[src/rtl/uart_pkg.sv]
// Shared UART definitions: receive FSM encoding, parity-mode constants and parity helper.
// Also intended for the planned txshift_param.
package uart_pkg;

    typedef enum logic [2:0] {
        StIdle,
        StStart,
        StData,
        StParity,
        StStop1,
        StStop2
    } rx_state_e;

    localparam logic PARITY_EVEN = 1'b0;
    localparam logic PARITY_ODD  = 1'b1;

    // Callers zero-extend narrower words; zeros do not change the XOR.
    function automatic logic xor_reduce(input logic [15:0] i_word);
        return ^i_word;
    endfunction

endpackage

[src/rtl/rx_sync.sv]
// Serial-line synchroniser with a tick-qualified falling-edge detect.
// Resets to line-idle high so reset never looks like a start bit.
module rx_sync #(
    parameter int SYNC_STAGES = 2
) (
    input  logic i_Pclk,
    input  logic i_Reset,
    input  logic i_Bclk,
    input  logic i_Rx_Serial,
    output logic o_Rx,
    output logic o_Fall
);

    logic [SYNC_STAGES-1:0] r_sync;
    logic                   r_prev;

    always_ff @(posedge i_Pclk or posedge i_Reset) begin
        if (i_Reset) begin
            r_sync <= '1;
            r_prev <= 1'b1;
        end else begin
            r_sync <= {r_sync[SYNC_STAGES-2:0], i_Rx_Serial};
            // Previous value tracks the line at tick rate, so a held-low break cannot retrigger.
            if (i_Bclk) begin
                r_prev <= r_sync[SYNC_STAGES-1];
            end
        end
    end

    assign o_Rx   = r_sync[SYNC_STAGES-1];
    assign o_Fall = r_prev & ~r_sync[SYNC_STAGES-1];

endmodule

[src/rtl/rxshift_param.sv]
// Parametrised UART receive shifter with parity/framing/overrun reporting and valid/ready output.
// Define RXSHIFT_MAJORITY_EN for 2-of-3 majority bit sampling around mid-bit.
module rxshift_param
    import uart_pkg::*;
#(
    parameter int DATA_BITS   = 8,
    parameter int OVERSAMPLE  = 16,
    parameter int SYNC_STAGES = 2
) (
    input  logic                 i_Pclk,
    input  logic                 i_Reset,
    input  logic                 i_Bclk,
    input  logic                 i_Enable,
    input  logic                 i_Rx_Serial,
    input  logic                 i_Parity_En,
    input  logic                 i_Parity_Odd,
    input  logic                 i_Stop2,
    output logic [DATA_BITS-1:0] o_Data,
    output logic                 o_Valid,
    input  logic                 i_Ready,
    output logic                 o_Parity_Err,
    output logic                 o_Frame_Err,
    output logic                 o_Overrun,
    output logic                 o_Busy
);

    localparam int CW  = $clog2(OVERSAMPLE);
    localparam int MID = OVERSAMPLE / 2 - 1;
    localparam logic [3:0]    BIT_LAST = 4'(DATA_BITS - 1);
    localparam logic [CW-1:0] BIT_DEC  = CW'(OVERSAMPLE - 1);

    rx_state_e r_state, w_state_next;
    logic [CW-1:0]        r_cnt;
    logic [3:0]           r_bit_cnt;
    logic [DATA_BITS-1:0] r_shift;
    logic                 r_par_en, r_par_odd, r_stop2;
    logic                 r_perr, r_ferr;
    logic [DATA_BITS-1:0] r_data;
    logic                 r_valid, r_perr_out, r_ferr_out, r_overrun, r_busy;

    logic w_rx, w_fall, w_bit_val, w_start_dec, w_bit_dec, w_complete, w_accept, w_run;

    rx_sync #(
        .SYNC_STAGES(SYNC_STAGES)
    ) u_rx_sync (
        .i_Pclk     (i_Pclk),
        .i_Reset    (i_Reset),
        .i_Bclk     (i_Bclk),
        .i_Rx_Serial(i_Rx_Serial),
        .o_Rx       (w_rx),
        .o_Fall     (w_fall)
    );

`ifdef RXSHIFT_MAJORITY_EN
    // Decision moves to mid+1; the two earlier samples are held for the vote.
    localparam logic [CW-1:0] START_DEC = CW'(MID + 1);
    localparam logic [CW-1:0] START_A   = CW'(MID - 1);
    localparam logic [CW-1:0] START_B   = CW'(MID);
    localparam logic [CW-1:0] BIT_A     = CW'(OVERSAMPLE - 3);
    localparam logic [CW-1:0] BIT_B     = CW'(OVERSAMPLE - 2);
    logic r_maj_a, r_maj_b;

    always_ff @(posedge i_Pclk or posedge i_Reset) begin
        if (i_Reset) begin
            r_maj_a <= 1'b1;
            r_maj_b <= 1'b1;
        end else if (i_Bclk) begin
            if ((r_state == StStart) ? (r_cnt == START_A) : (r_cnt == BIT_A)) r_maj_a <= w_rx;
            if ((r_state == StStart) ? (r_cnt == START_B) : (r_cnt == BIT_B)) r_maj_b <= w_rx;
        end
    end

    assign w_bit_val = (r_maj_a & r_maj_b) | (r_maj_a & w_rx) | (r_maj_b & w_rx);
`else
    localparam logic [CW-1:0] START_DEC = CW'(MID);
    assign w_bit_val = w_rx;
`endif

    assign w_run       = i_Bclk & i_Enable;
    assign w_start_dec = (r_cnt == START_DEC);
    assign w_bit_dec   = (r_cnt == BIT_DEC);
    assign w_complete  = w_run & w_bit_dec &
                         (((r_state == StStop1) & ~r_stop2) | (r_state == StStop2));
    assign w_accept    = r_valid & i_Ready;

    always_ff @(posedge i_Pclk or posedge i_Reset) begin
        if (i_Reset) begin
            r_state <= StIdle;
            r_busy  <= 1'b0;
        end else begin
            r_state <= w_state_next;
            r_busy  <= (w_state_next != StIdle);
        end
    end

    always_comb begin
        w_state_next = r_state;
        if (r_state != StIdle && !i_Enable) begin
            w_state_next = StIdle;
        end else if (i_Bclk) begin
            unique case (r_state)
                StIdle:   if (i_Enable && w_fall) w_state_next = StStart;
                StStart:  if (w_start_dec) w_state_next = w_bit_val ? StIdle : StData;
                StData:   if (w_bit_dec && r_bit_cnt == BIT_LAST)
                              w_state_next = r_par_en ? StParity : StStop1;
                StParity: if (w_bit_dec) w_state_next = StStop1;
                StStop1:  if (w_bit_dec) w_state_next = r_stop2 ? StStop2 : StIdle;
                StStop2:  if (w_bit_dec) w_state_next = StIdle;
                default:  w_state_next = StIdle;
            endcase
        end
    end

    always_ff @(posedge i_Pclk or posedge i_Reset) begin
        if (i_Reset) begin
            r_cnt     <= '0;
            r_bit_cnt <= '0;
            r_shift   <= '0;
            r_par_en  <= 1'b0;
            r_par_odd <= 1'b0;
            r_stop2   <= 1'b0;
            r_perr    <= 1'b0;
            r_ferr    <= 1'b0;
        end else if (w_run) begin
            if (r_state == StIdle) begin
                if (w_fall) begin
                    r_cnt     <= '0;
                    r_bit_cnt <= '0;
                    r_par_en  <= i_Parity_En;
                    r_par_odd <= i_Parity_Odd;
                    r_stop2   <= i_Stop2;
                    r_perr    <= 1'b0;
                    r_ferr    <= 1'b0;
                end
            end else if (r_state == StStart && w_start_dec) begin
                r_cnt <= '0;
            end else begin
                r_cnt <= r_cnt + 1'b1;
            end
            if (r_state == StData && w_bit_dec) begin
                r_shift   <= {w_bit_val, r_shift[DATA_BITS-1:1]};
                r_bit_cnt <= r_bit_cnt + 4'd1;
            end
            if (r_state == StParity && w_bit_dec) begin
                r_perr <= ((xor_reduce(16'(r_shift)) ^ w_bit_val) != r_par_odd);
            end
            if (r_state == StStop1 && w_bit_dec) begin
                r_ferr <= ~w_bit_val;
            end
        end
    end

    always_ff @(posedge i_Pclk or posedge i_Reset) begin
        if (i_Reset) begin
            r_data     <= '0;
            r_valid    <= 1'b0;
            r_perr_out <= 1'b0;
            r_ferr_out <= 1'b0;
            r_overrun  <= 1'b0;
        end else if (w_complete) begin
            if (!r_valid || w_accept) begin
                r_data     <= r_shift;
                r_valid    <= 1'b1;
                r_perr_out <= r_perr;
                r_ferr_out <= r_ferr | ~w_bit_val;
                r_overrun  <= 1'b0;
            end else begin
                r_overrun <= 1'b1;
            end
        end else if (w_accept) begin
            r_valid   <= 1'b0;
            r_overrun <= 1'b0;
        end
    end

    assign o_Data       = r_data;
    assign o_Valid      = r_valid;
    assign o_Parity_Err = r_perr_out;
    assign o_Frame_Err  = r_ferr_out;
    assign o_Overrun    = r_overrun;
    assign o_Busy       = r_busy;

endmodule

[config.mk]
export PLATFORM = sky130hd
export DESIGN_NAME = rxshift_param
export DESIGN_NICKNAME = d
export VERILOG_FILES = /design/src/rtl/uart_pkg.sv /design/src/rtl/rx_sync.sv /design/src/rtl/rxshift_param.sv
export SDC_FILE = /design/constraint.sdc
export NUM_CORES = 1
export LEC_CHECK = 0
export CAP_MARGIN = 40
export CORE_MARGIN = 2
export CORE_UTILIZATION = 55
export DETAILED_ROUTE_END_ITERATION = 8
export PLACE_DENSITY = 0.78
export SLEW_MARGIN = 15
export SYNTH_ARGS = -nofsm -noshare
export SYNTH_HDL_FRONTEND = slang
export SYNTH_SLANG_ARGS = --single-unit
[constraint.sdc]
create_clock -name i_Pclk -period 4.2 [get_ports i_Pclk]
set_input_delay 0.42 -clock i_Pclk [delete_from_list [all_inputs] [get_ports i_Pclk]]
set_output_delay 0.42 -clock i_Pclk [all_outputs]
set_load 0.05 [all_outputs]
# Yosys cells after proc, flatten, opt, wreduce, memory -nomap -nowiden
# Index checks and enable logic that the tools add are counted.
[word_totals] wordCells=96 in_bits=9 register_bits=40 out_inout_bits=13
[op_classes] mux=26 reduce_logical=29 eq_ne=11 n_bitwise=11 n_addsub=2
[op_table] cell="$mux 3" n=10
[op_table] cell="$mux 4" n=5
[op_table] cell="$pmux 3 s6" n=1
[op_table] cell="$reduce_xor 16->1" n=1
[op_table] cell="$reduce_bool 2->1" n=7
[op_table] cell="$reduce_and 3->1" n=4
[op_table] cell="$mux 1" n=9
[op_table] cell="$add 4x1->4 const B" n=2
[op_table] cell="$eq 4x3->1 const B" n=2
[op_table] cell="$reduce_and 2->1" n=4
[op_table] cell="$logic_and 1x1->1" n=7
[op_table] cell="$and 1x1->1" n=6
[op_table] cell="$eq 3x2->1 const B" n=2
[op_table] cell="$eq 3x3->1 const B" n=2
[op_table] cell="$reduce_bool 3->1" n=2
[op_table] cell="$eq 4x4->1 const B" n=1
[op_table] cell="$eq 3x1->1 const B" n=1
[op_table] cell="$logic_not 3->1" n=1
[op_table] cell="$logic_not 1->1" n=2
[op_table] cell="$mux 2" n=1
[op_table] cell="$ne 2x1->1 const B" n=1
[op_table] cell="$ne 2x2->1 const B" n=1
[op_table] cell="$not 1->1" n=2
[op_table] cell="$or 1x1->1" n=2
[op_table] cell="other kinds (3)" n=3

# Depth between registers and ports, before layout
# Gate-level depths: netlist of the first run.
[depth] ltp_word=8 mapped_depth=8 mapped_depth_nobuf=6

# Modules after synthesis
# Synthesis of the first run repeated with hierarchy kept, for this count alone.
[hier_totals] cells_unflattened=173 hier_area_um2=1938.1
[modules_own_cells] mod="rxshift_param" seq_area_each_um2=925.9 cells_each=167 area_per_inst_um2=1834.3 instances=1
[modules_own_cells] mod="rx_sync" seq_area_each_um2=78.8 cells_each=6 area_per_inst_um2=103.8 instances=1

# Worst setup path before layout of the first run
# Ideal clock, no wire load.
[synth_timing] path_type="register to register" startpoint="reg r_cnt[0]" endpoint="reg r_busy, in the netlist o_Busy" setup_slack_ns=2.316 arrival_time_ns=1.753 setup_ns=0.131 path_stages_with_launch=8 cell_sequence="dfrtp_1 ha_1 and3_1 clkbuf_1 a21oi_1 o32ai_1 o31a_1 or3_1"
[synth_between] elab_chain_len=7 word_cells_on_any_way=12 classes_between="2 x eq/ne; 8 x mux; 2 x reduce/logical"
[synth_lines] item="start, declared" line="rxshift_param.sv:33" source="logic [CW-1:0] r_cnt;"
[synth_lines] item="start signal, assigned" line="rxshift_param.sv:138" source="r_cnt <= r_cnt + 1'b1;"
[synth_lines] item="$eq 4x4->1" line="rxshift_param.sv:81" source="assign w_bit_dec = (r_cnt == BIT_DEC);"
[synth_lines] item="$logic_and 1x1->1" line="rxshift_param.sv:104" source="StData: if (w_bit_dec && r_bit_cnt == BIT_LAST)"
[synth_lines] item="$mux 3" line="rxshift_param.sv:104"
[synth_lines] item="$pmux 3 s6 (*)" line="rxshift_param.sv:101" source="unique case (r_state)"
[synth_lines] item="$mux 3 (*)" line="rxshift_param.sv:100" source="end else if (i_Bclk) begin"
[synth_lines] item="$mux 3 (*)" line="rxshift_param.sv:98" source="if (r_state != StIdle && !i_Enable) begin"
[synth_lines] item="net w_state_next[0]" line="rxshift_param.sv:32" source="rx_state_e r_state, w_state_next;"
[synth_lines] item="$reduce_bool 3->1 (*)" line="rxshift_param.sv:92" source="r_busy <= (w_state_next != StIdle);"
[synth_lines] item="end signal, assigned" line="rxshift_param.sv:92"
[synth_lines] item="end, declared" line="rxshift_param.sv:39" source="logic r_valid, r_perr_out, r_ferr_out, r_overrun, r_busy;"
# The timed path passes the listed nets; every way through them passes the cells marked *.
# A chain may end at the register's enable or synchronous reset.

# Final worst setup path of the first run
[layout_timing] startpoint="in i_Bclk" endpoint="reg r_data[7], in the netlist o_Data[7]"
[layout_between] elab_chain_len=4
[layout_lines] item="start, declared" line="rxshift_param.sv:12" source="input logic i_Bclk,"
[layout_lines] item="$and 1x1->1" line="rxshift_param.sv:79" source="assign w_run = i_Bclk & i_Enable;"
[layout_lines] item="$and 1x1->1 (2 in series)" line="rxshift_param.sv:82" source="assign w_complete = w_run & w_bit_dec &"
[layout_lines] item="$reduce_and 2->1 (no line)"
[layout_lines] item="end signal, assigned" line="rxshift_param.sv:162" source="r_data <= r_shift;"
[layout_lines] item="end, declared" line="rxshift_param.sv:38" source="logic [DATA_BITS-1:0] r_data;"
# No other way between the ends.

==> results of run 1 <==
per-stage QoR:
step / cell area, um^2 / total power [mW]
5_1_grt: 2270 / 0.968
6_report: 2270 / 0.909
3_5_place_dp: 2200 / 0.665
2_1_floorplan: 1960 / 0.614
3_3_place_gp: 2200 / 0.659
4_1_cts: 2270 / 0.912
logic make-up (layout without fill, tap and decap cells):
kind of cell,after synthesis,count (layout)
AND/OR/NAND/NOR,85,85
flip-flops,40,40
AO/OA/AOI/OAI,29,29
multiplexers,11,11
XOR/XNOR,12,12
adder cells (fa/ha/maj),2,2
buffers and inverters,13,34
per-layer routing:
| metal | vias to the layer above | GRT usage | routed length, um | share of wire |
|---|---|---|---|---|
| met5 | - | 0 | 0 | 0 |
| met4 | 0 | 0.0489 | 29 | 0.0071 |
| met3 | 4 | 0.0563 | 221 | 0.054 |
| met2 | 46 | 0.351 | 1900 | 0.47 |
| met1 | 709 | 0.324 | 1920 | 0.47 |
| li1 | 698 | - | - | - |
flip-flops by register name, indices dropped and copies added (netlist names):
signal and count:
o_Overrun 1, o_Busy 1, o_Valid 1, r_state 3
r_bit_cnt 4, o_Parity_Err 1, r_perr 1, r_par_odd 1
u_rx_sync.r_prev 1, r_shift 8, r_stop2 1, o_Data 8
r_ferr 1, r_par_en 1, r_cnt 4, o_Frame_Err 1
u_rx_sync.r_sync 2
power groups by stage:
stage               Sequential (mW)  Clock, mW  Combinational, mW
finish                        0.481      0.248              0.179
global route                  0.490      0.278              0.201
CTS                           0.480      0.253              0.179
detailed placement            0.488          0              0.177
global placement              0.486          0              0.173
floorplan                     0.477          0              0.137
critical path: stages:
cell             delay (ns)
clkdlybuf4s50_1        0.69
nand2_1                0.17
or3_4                  0.43
nand3b_4               0.29
mux2_1                 0.37
cells in the final DEF (no fill, tap or decap), types with 4 or more instances in the layout:
master | netlist | final
xnor2_1 | 9 | 9
clkdlybuf4s50_1 | 0 | 21
nor2_1 | 6 | 6
o21ai_0 | 6 | 6
or3_1 | 4 | 4
dfrtp_1 | 37 | 37
a21oi_1 | 7 | 7
nor2b_1 | 5 | 5
nand2b_1 | 4 | 4
clkbuf_4 | 0 | 5
mux2_4 | 8 | 8
nand2_1 | 46 | 46
worst paths after layout:
path,endpoint,slack [ns],depth (start not counted)
max,o_Data[7]$_DFFE_PP0P_,2.04,5
min,u_rx_sync.r_sync[1]$_DFF_PP1_,0.38,0
max reg2reg,o_Data[7]$_DFFE_PP0P_,2.17,5
min reg2reg,u_rx_sync.r_sync[1]$_DFF_PP1_,0.38,0
max in group asynchronous,u_rx_sync.r_sync[1]$_DFF_PP1_,3.35,3
min in group asynchronous,r_shift[2]$_DFFE_PP0P_,0.49,3
final cells by class:
type / instances / area (um^2)
flip-flops and latches: 40 / 1000
clock buffers: 6 / 41.3
fillers: 270 / 1120
multi-input cells: 139 / 897
inverters: 3 / 11.3
clock inverters: 2 / 35.0
well taps: 46 / 57.6
repair buffers: 23 / 225
==> impl_metrics.sql, run 1 <==
INSERT INTO impl_metrics (metric_group, metric, value, unit) VALUES
('logic_synthesis', 'synthMostInstantiatedCell', 'nand2_1', ''),
('hold_path', 'min-delay-path-class', 'reg2reg', ''),
('logic_synthesis', 'post_synth_and_or_nand_nor_area_fraction', '0.216', ''),
('floorplanning', 'dieArea', '0.00406', 'mm^2'),
('sta', 'worst_hold_slack', '0.380', 'ns'),
('sta', 'layout_setup_ws', '2.04', 'ns'),
('logic_synthesis', 'postSynth.topFlopCell', 'dfrtp_1', ''),
('sta', 'slew_headroom', '0.622', ''),
('clock_tree', 'worstSkewPairLatency', '0.34', 'ns'),
('pwr', 'static-leakage-power', '1.06', 'nW'),
('logic_synthesis', 'mappedNetlistArea', '0.00196', 'mm^2'),
('placement', 'dpl_worst_slack', '1.68', 'ns'),
('logic_synthesis', 'synth_edf_count', '0', ''),
('sta', 'tightest_slew', '0.566', 'ns'),
('setup_path', 'worstSetupStartpoint', 'i_Bclk', ''),
('detailed_routing', 'totalWireLength', '4.08', 'mm'),
('sta', 'clock-skew-final', '0.00885', 'ns'),
('clock_tree', 'postCtsHoldBufs', '0', ''),
('logic_synthesis', 'postSynthRegisterBits', '40', ''),
('detailed_routing', 'postRouteAntennaNets', '0', ''),
('global_routing', 'global_route_wire_length_before_repair', '7.13', 'mm'),
('floorplanning', 'io-pin-count', '22', ''),
('setup_path', 'worst-endpoint-required', '4.43', 'ns'),
('pwr', 'comb_power_share', '0.197', ''),
('placement', 'placed_cells_incl_taps', '251', ''),
('pwr', 'clock_network_power_share', '0.273', ''),
('detailed_routing', 'drtIter0Drc', '106', ''),
('clock_tree', 'root_buffer', 'clkbuf_4', ''),
('floorplanning', 'floorplan.die.width', '63.7', 'um'),
('logic_synthesis', 'postSynthCellCount', '192', ''),
('setup_path', 'worstReg2RegStart', 'r_cnt[0]$_DFFE_PP0P_', ''),
('setup_path', 'worst-setup-path-type', 'in2reg', ''),
('status', 'run_status', 'completed', ''),
('placement', 'detailed_place_hpwl', '2.81', 'mm'),
('detailed_routing', 'pre_repair_dr_iteration_count', '5', ''),
('detailed_routing', 'route.detailed.drc', '0', ''),
('sta', 'finalSetupViolations', '0', ''),
('floorplanning', 'floorplan.rows', '21', ''),
('logic_synthesis', 'post_synthesis_adder_cell_area_fraction', '0.0127', ''),
('global_routing', 'grt_use_total', '0.227', ''),
('logic_synthesis', 'yosys-mux-area-fraction', '0.0778', ''),
('job', 'maxCapViolations', '0', ''),
('logic_synthesis', 'synth.top_cells.by_count', 'nand2_1 (46), dfrtp_1 (37), xnor2_1 (9), mux2_4 (8), a21oi_1 (7)', ''),
('detailed_routing', 'wl_per_cell', '15.7', 'um'),
('global_routing', 'final_global_route_overflow_total', '0', ''),
('global_routing', 'number_of_antenna_violations_at_the_first_check_in_global_routing', '0', ''),
('clock_tree', 'cts.repair_timing.setup_buffer_count', '0', ''),
('logic_synthesis', 'synth_top_family_by_area', 'simple AND/OR/NAND/NOR gates', ''),
('logic_synthesis', 'compound_gate_portion_of_the_synthesized_area', '0.0969', ''),
('pwr', 'net-switching-power', '280', 'uW'),
('clock_tree', 'tritoncts', 'yes', ''),
('sta', 'fin_setup_tns', '0', 'ns'),
('sta', 'rsz0062_at_grt', 'false', ''),
('placement', 'numPortBuffers', '21', ''),
('logic_synthesis', 'synthXorXnorAreaFrac', '0.0535', ''),
('pwr', 'pwr-share-seq', '0.530', ''),
('final_layout', 'nNetsFinal', '223', ''),
('logic_synthesis', 'synth-warning-count', '0', ''),
('pwr', 'power.internal', '629', 'uW'),
('sta', 'timing.final.crit_share', '0.513', ''),
('floorplanning', 'core_region_area', '0.00339', 'mm^2'),
('logic_synthesis', 'yosys.area.top_type_share', '0.472', ''),
('clock_tree', 'post_cts.resized_instances', '0', ''),
('clock_tree', 'cts_buffer_depth', '2', ''),
('sta', 'shortest_period_the_worst_path_allows', '2.16', 'ns'),
('clock_tree', 'clock-sinks', '40', ''),
('detailed_routing', 'route.vias.total', '1457', ''),
('final_layout', 'drive_gt1_frac', '0.117', ''),
('sta', 'hold_violation_count_in_the_final_report', '0', ''),
('logic_synthesis', 'synth-async-reset-ratio', '1.00', ''),
('clock_tree', 'cts_htree_levels', '2', '');
(Power assumes the default switching activity.)
==> run 2, diff against run 1 <==
Clock period 4.2 ns to 2.1 ns, I/O delays scaled along.
==> impl_metrics.sql, run 2 (synthesis gave the netlist of run 1 again) <==
INSERT INTO impl_metrics (metric_group, metric, value, unit) VALUES
('status', 'run_status', 'completed', ''),
('sta', 'shortest_period_the_worst_path_allows', '1.98', 'ns'),
('detailed_routing', 'pre_repair_dr_iteration_count', '4', ''),
('detailed_routing', 'route.detailed.drc', '0', ''),
('sta', 'fin_setup_tns', '0', 'ns'),
('sta', 'fmax', '504', 'MHz'),
('final_layout', 'multi_input_comb_area', '897', 'um^2'),
('sta', 'worst_hold_slack', '0.244', 'ns'),
('pwr', 'power.density_cell_area', '802', 'mW/mm^2'),
('pwr', 'totalPowerFinal', '1.87', 'mW'),
('placement', 'gp_congestion', '0.926', ''),
('detailed_routing', 'drtIter0Drc', '118', ''),
('final_layout', 'drive_gt1_frac', '0.146', ''),
('clock_tree', 'root_buffer', 'clkbuf_4', ''),
('floorplanning', 'floorplan.die.width', '63.7', 'um'),
('clock_tree', 'tritoncts', 'yes', ''),
('setup_path', 'end_kind', 'flip-flop', ''),
('clock_tree', 'cts_buffer_depth', '2', ''),
('placement', 'numPortBuffers', '21', ''),
('global_routing', 'via_count_of_the_first_global_routing_pass', '1446', ''),
('global_routing', 'grt_use_total', '0.213', ''),
('clock_tree', 'post_cts.resized_instances', '0', ''),
('sta', 'timing_max_transition_violations_final', '0', ''),
('sta', 'rsz0062_at_grt', 'false', ''),
('global_routing', 'number_of_antenna_violations_at_the_first_check_in_global_routing', '0', ''),
('sta', 'slew_headroom', '0.666', ''),
('detailed_routing', 'route.vias.total', '1471', ''),
('pwr', 'vdd_drop_max', '511', 'uV'),
('floorplanning', 'floorplan.rows', '21', ''),
('final_layout', 'flow.area_growth_from_synthesis', '18.7', '%'),
('final_layout', 'layout_common_cells', 'nand2_1 (46), dfrtp_1 (37), clkdlybuf4s50_1 (21)', ''),
('hold_path', 'min-delay-path-class', 'in2reg', ''),
('placement', 'dpl_worst_slack', '0.0525', 'ns'),
('floorplanning', 'io-pin-count', '22', ''),
('final_layout', 'antenna-diode-count', '0', ''),
('detailed_routing', 'postRouteAntennaNets', '0', ''),
('floorplanning', 'core_region_area', '0.00339', 'mm^2'),
('detailed_routing', 'detail_route.vias_per_cell', '5.55', ''),
('setup_path', 'worst-endpoint-required', '2.33', 'ns'),
('clock_tree', 'cts_htree_levels', '2', ''),
('pwr', 'static-leakage-power', '1.09', 'nW'),
('sta', 'clock-skew-final', '0.0117', 'ns'),
('floorplanning', 'dieArea', '0.00406', 'mm^2'),
('sta', 'timing.final.crit_share', '0.945', ''),
('final_layout', 'finish.cell_count_without_fillers', '265', ''),
('setup_path', 'worst-setup-path-type', 'reg2reg', ''),
('global_routing', 'final_global_route_overflow_total', '0', ''),
('placement', 'detailed_place_hpwl', '2.88', 'mm'),
('setup_path', 'critical_path.startpoint_type', 'flip-flop', ''),
('sta', 'hold_violation_count_in_the_final_report', '0', ''),
('setup_path', 'cp_max_fo', '5', ''),
('floorplanning', 'die_height', '63.7', 'um'),
('sta', 'finalSetupViolations', '0', ''),
('sta', 'tightest_slew', '0.500', 'ns'),
('clock_tree', 'clk_transition_reported_paths', '0.12', 'ns'),
('clock_tree', 'worstSkewPairLatency', '0.35', 'ns'),
('placement', 'placed_cells_incl_taps', '257', ''),
('detailed_routing', 'totalWireLength', '3.86', 'mm'),
('final_layout', 'final.fill_count', '253', ''),
('final_layout', 'nNetsFinal', '229', ''),
('sta', 'layout_setup_ws', '0.116', 'ns'),
('detailed_routing', 'wl_per_cell', '14.6', 'um'),
('global_routing', 'global_route_wire_length_before_repair', '6.69', 'mm'),
('clock_tree', 'postCtsHoldBufs', '0', ''),
('clock_tree', 'cts.repair_timing.setup_buffer_count', '0', ''),
('global_routing', 'grt_max_degree', '41', ''),
('clock_tree', 'clock-sinks', '40', ''),
('clock_tree', 'cts_buffers', '5', ''),
('job', 'maxCapViolations', '0', ''),
('final_layout', 'final-seq-area', '0.00100', 'mm^2'),
('final_layout', 'commonest_non_fill_non_tap_cell_in_the_layout', 'nand2_1', ''),
('setup_path', 'worst-endpoint-arrival', '2.22', 'ns'),
('floorplanning', 'start_util', '0.579', '');
## run 2: cell types whose count changed in the layout (fill, tap and decap cells not counted), sizes merged
cell and change:
buf +6
## run 2: cell type report
cell class | count | share of cell area
sequential | 40 | 0.431
multi-input combinational | 139 | 0.385
timing repair buffer | 29 | 0.116
tap | 46 | 0.0247
clock buffer | 6 | 0.0220
clock inverter | 2 | 0.0166
inverter | 3 | 0.00483
## run 2: final timing paths
path / cells past startpoint / start / to / slack, ns
min in group asynchronous: 3 / i_Reset / r_shift[3]$_DFFE_PP0P_ / 0.26
max: 6 / r_cnt[0]$_DFFE_PP0P_ / o_Busy$_DFF_PP0_ / 0.12
max in group asynchronous: 3 / i_Reset / u_rx_sync.r_prev$_DFFE_PP1P_ / 1.48
max reg2reg: 6 / r_cnt[0]$_DFFE_PP0P_ / o_Busy$_DFF_PP0_ / 0.12
min reg2reg: 0 / u_rx_sync.r_sync[0]$_DFF_PP1_ / u_rx_sync.r_sync[1]$_DFF_PP1_ / 0.37
min: 1 / i_Rx_Serial / u_rx_sync.r_sync[0]$_DFF_PP1_ / 0.24
## run 2: through the flow
| step | instance area (um^2) | utilization |
|---|---|---|
| after floorplan | 1960 | - |
| after CTS | 2330 | 0.688 |
| after detailed placement | 2240 | 0.661 |
| after global placement | 2240 | 0.661 |
| after global routing | 2330 | 0.688 |
| final | 2330 | 0.688 |
## run 2: worst max-delay path, cell delays in order (launching register included)
cell,delay [ns]
dfrtp_1,0.42
ha_1,0.28
and3_1,0.28
a21oi_1,0.13
o32ai_1,0.10
o31a_1,0.31
or3_1,0.34
## run 2: metal layers
metal,up-vias,global-route usage,share of wire
li1,707,-,-
met1,711,0.300,0.46
met2,47,0.332,0.47
met3,6,0.0405,0.056
met4,0,0.0734,0.014
met5,-,0,0
## run 2: where the power goes
group	leakage [nW]	switching [mW]	internal, mW
Combinational	0.506	0.210	0.162
Sequential	0.537	0.103	0.853
Clock	0.0484	0.255	0.285
Total	1.09	0.569	1.30
==> run 3, diff against run 2 <==
Settings changed: CORE_UTILIZATION 55 to 45, PLACE_DENSITY 0.78 to 0.66.
Clock period 2.1 ns to 2.52 ns, I/O delays scaled along.
==> impl_metrics.sql, run 3 (synthesis gave the netlist of run 1 again) <==
INSERT INTO impl_metrics (metric_group, metric, value, unit) VALUES
('final_layout', 'fin_area', '0.00231', 'mm^2'),
('sta', 'shortest_period_the_worst_path_allows', '1.98', 'ns'),
('clock_tree', 'tritoncts', 'yes', ''),
('global_routing', 'globalRouteMet2Util', '0.295', ''),
('placement', 'gp_congestion', '0.949', ''),
('pwr', 'net-switching-power', '476', 'uW'),
('sta', 'rsz0062_at_grt', 'false', ''),
('clock_tree', 'cts_htree_levels', '2', ''),
('clock_tree', 'root_buffer', 'clkbuf_8', ''),
('clock_tree', 'post_cts.resized_instances', '0', ''),
('final_layout', 'layout_common_cells', 'nand2_1 (46), dfrtp_1 (37), clkdlybuf4s50_1 (21)', ''),
('sta', 'fmax', '506', 'MHz'),
('detailed_routing', 'postRouteAntennaNets', '0', ''),
('global_routing', 'grt_use_total', '0.180', ''),
('setup_path', 'worst-setup-path-type', 'reg2reg', ''),
('sta', 'finalSetupViolations', '0', ''),
('final_layout', 'drive_gt1_frac', '0.130', ''),
('clock_tree', 'cts_buffers', '5', ''),
('final_layout', 'flow.area_growth_from_synthesis', '17.5', '%'),
('status', 'run_status', 'completed', ''),
('final_layout', 'fin_util', '0.541', ''),
('global_routing', 'use_met3', '0.0317', ''),
('placement', 'detailed_place_hpwl', '2.80', 'mm'),
('setup_path', 'cp.buffers_inverters', '0', ''),
('floorplanning', 'dieArea', '0.00491', 'mm^2'),
('clock_tree', 'clk_transition_reported_paths', '0.09', 'ns'),
('setup_path', 'end_kind', 'flip-flop', ''),
('global_routing', 'global_route_wire_length_before_repair', '7.02', 'mm'),
('setup_path', 'worst_path_max_delay_cell', 'or3_4', ''),
('clock_tree', 'postCtsHoldBufs', '0', ''),
('pwr', 'vdd_drop_max', '336', 'uV'),
('pwr', 'pwr-share-seq', '0.529', ''),
('sta', 'clock-skew-final', '0.0122', 'ns'),
('floorplanning', 'start_util', '0.460', ''),
('clock_tree', 'cts_buffer_depth', '2', ''),
('floorplanning', 'floorplan.die.width', '70.1', 'um'),
('sta', 'slew_headroom', '0.645', ''),
('setup_path', 'critPathMaxStageDelay', '0.42', 'ns'),
('final_layout', 'final.fill_count', '390', ''),
('final_layout', 'multi_input_comb_area', '897', 'um^2'),
('clock_tree', 'clock-sinks', '40', ''),
('global_routing', 'final_global_route_overflow_total', '0', ''),
('setup_path', 'critical_path.startpoint_type', 'flip-flop', ''),
('detailed_routing', 'totalWireLength', '3.93', 'mm'),
('sta', 'timing_max_transition_violations_final', '0', ''),
('hold_path', 'min-delay-path-class', 'in2reg', ''),
('setup_path', 'worst-endpoint-required', '2.71', 'ns'),
('pwr', 'power.density_cell_area', '655', 'mW/mm^2'),
('detailed_routing', 'detail_route.vias_per_cell', '5.36', ''),
('pwr', 'power_switching_share', '0.315', ''),
('global_routing', 'via_count_of_the_first_global_routing_pass', '1530', ''),
('sta', 'tightest_slew', '0.532', 'ns'),
('setup_path', 'cp_max_fo', '11', ''),
('placement', 'numPortBuffers', '21', ''),
('clock_tree', 'worstSkewPairLatency', '0.29', 'ns'),
('pwr', 'clock_network_power_share', '0.277', ''),
('detailed_routing', 'route.detailed.drc', '0', ''),
('sta', 'hold_violation_count_in_the_final_report', '0', ''),
('sta', 'timing.final.crit_share', '0.785', ''),
('detailed_routing', 'wl_per_cell', '14.7', 'um'),
('setup_path', 'timing.critical_path.max_delay_family', 'simple AND/OR/NAND/NOR gates', ''),
('pwr', 'static-leakage-power', '1.07', 'nW'),
('floorplanning', 'floorplan.rows', '24', ''),
('global_routing', 'grt_max_degree', '41', ''),
('detailed_routing', 'pre_repair_dr_iteration_count', '4', ''),
('floorplanning', 'die_height', '70.1', 'um'),
('sta', 'worst_hold_slack', '0.361', 'ns'),
('detailed_routing', 'route.vias.total', '1432', ''),
('job', 'maxCapViolations', '0', ''),
('setup_path', 'worst-endpoint-arrival', '2.16', 'ns'),
('floorplanning', 'io-pin-count', '22', ''),
('global_routing', 'grt.met1_usage', '0.239', ''),
('placement', 'placedInstanceArea', '0.00222', 'mm^2'),
('sta', 'fin_setup_tns', '0', 'ns'),
('pwr', 'comb_power_share', '0.195', ''),
('final_layout', 'final-seq-area', '0.00100', 'mm^2'),
('global_routing', 'number_of_antenna_violations_at_the_first_check_in_global_routing', '0', ''),
('pwr', 'power.internal', '1.03', 'mW'),
('setup_path', 'critical_path.cell_chain', 'ha_1, nand3_2, or3_4, nand3b_4, mux2_1', ''),
('final_layout', 'antenna-diode-count', '0', ''),
('global_routing', 'global_route.peak_usage_layer', 'met2', ''),
('floorplanning', 'core_region_area', '0.00426', 'mm^2'),
('final_layout', 'nNetsFinal', '225', ''),
('detailed_routing', 'drtIter0Drc', '143', ''),
('clock_tree', 'cts.repair_timing.setup_buffer_count', '0', ''),
('final_layout', 'commonest_non_fill_non_tap_cell_in_the_layout', 'nand2_1', '');
[run 3: final timing paths]
check                                                   start                             to  slack [ns]  cells past startpoint
min in group asynchronous                             i_Reset          o_Data[4]$_DFFE_PP0P_        0.37                      3
max in group asynchronous                             i_Reset   u_rx_sync.r_prev$_DFFE_PP1P_        1.79                      3
worst min-delay path                              i_Rx_Serial  u_rx_sync.r_sync[0]$_DFF_PP1_        0.36                      1
worst max register to register           r_cnt[0]$_DFFE_PP0P_          o_Data[7]$_DFFE_PP0P_        0.54                      5
worst max-delay path                     r_cnt[0]$_DFFE_PP0P_          o_Data[7]$_DFFE_PP0P_        0.54                      5
worst min register to register  u_rx_sync.r_sync[0]$_DFF_PP1_  u_rx_sync.r_sync[1]$_DFF_PP1_        0.36                      0
[run 3: through the flow]
step                      std cells  power (mW)  setup slack (ns)
final                           267        1.51             0.543
after global routing            267        1.60             0.443
after CTS                       267        1.52             0.522
after detailed placement        259        1.10             0.375
after global placement          259        1.09             0.435
after floorplan                 192        1.02             0.636
[run 3: cell type report]
cell class / instances / area share
multi-input cells: 139 / 0.389
flip-flops and latches: 40 / 0.436
repair buffers: 25 / 0.104
clock buffers: 5 / 0.0298
clock inverters: 3 / 0.00814
well taps: 52 / 0.0282
inverters: 3 / 0.00488
[run 3: worst register-to-register path, delay by kind of cell, from the launching register on]
family                   cells  cell delay (ns)
flip-flops                   1             0.39
AND/OR/NAND/NOR              3             0.86
multiplexers                 1             0.37
adder cells (fa/ha/maj)      1             0.26
[run 3: power by group through the flow]
stage	logic, mW	clock network [mW]	registers, mW
after floorplan	0.228	0	0.795
after global placement	0.289	0	0.806
after detailed placement	0.294	0	0.809
after CTS	0.297	0.432	0.796
after global routing	0.333	0.458	0.811
final	0.294	0.418	0.798
[run 3: metal layers]
layer  routed length (um)  vias up
met5                    0        -
met4                   53        0
met3                  129        4
met2                 1880       38
met1                 1860      690
li1                     -      700
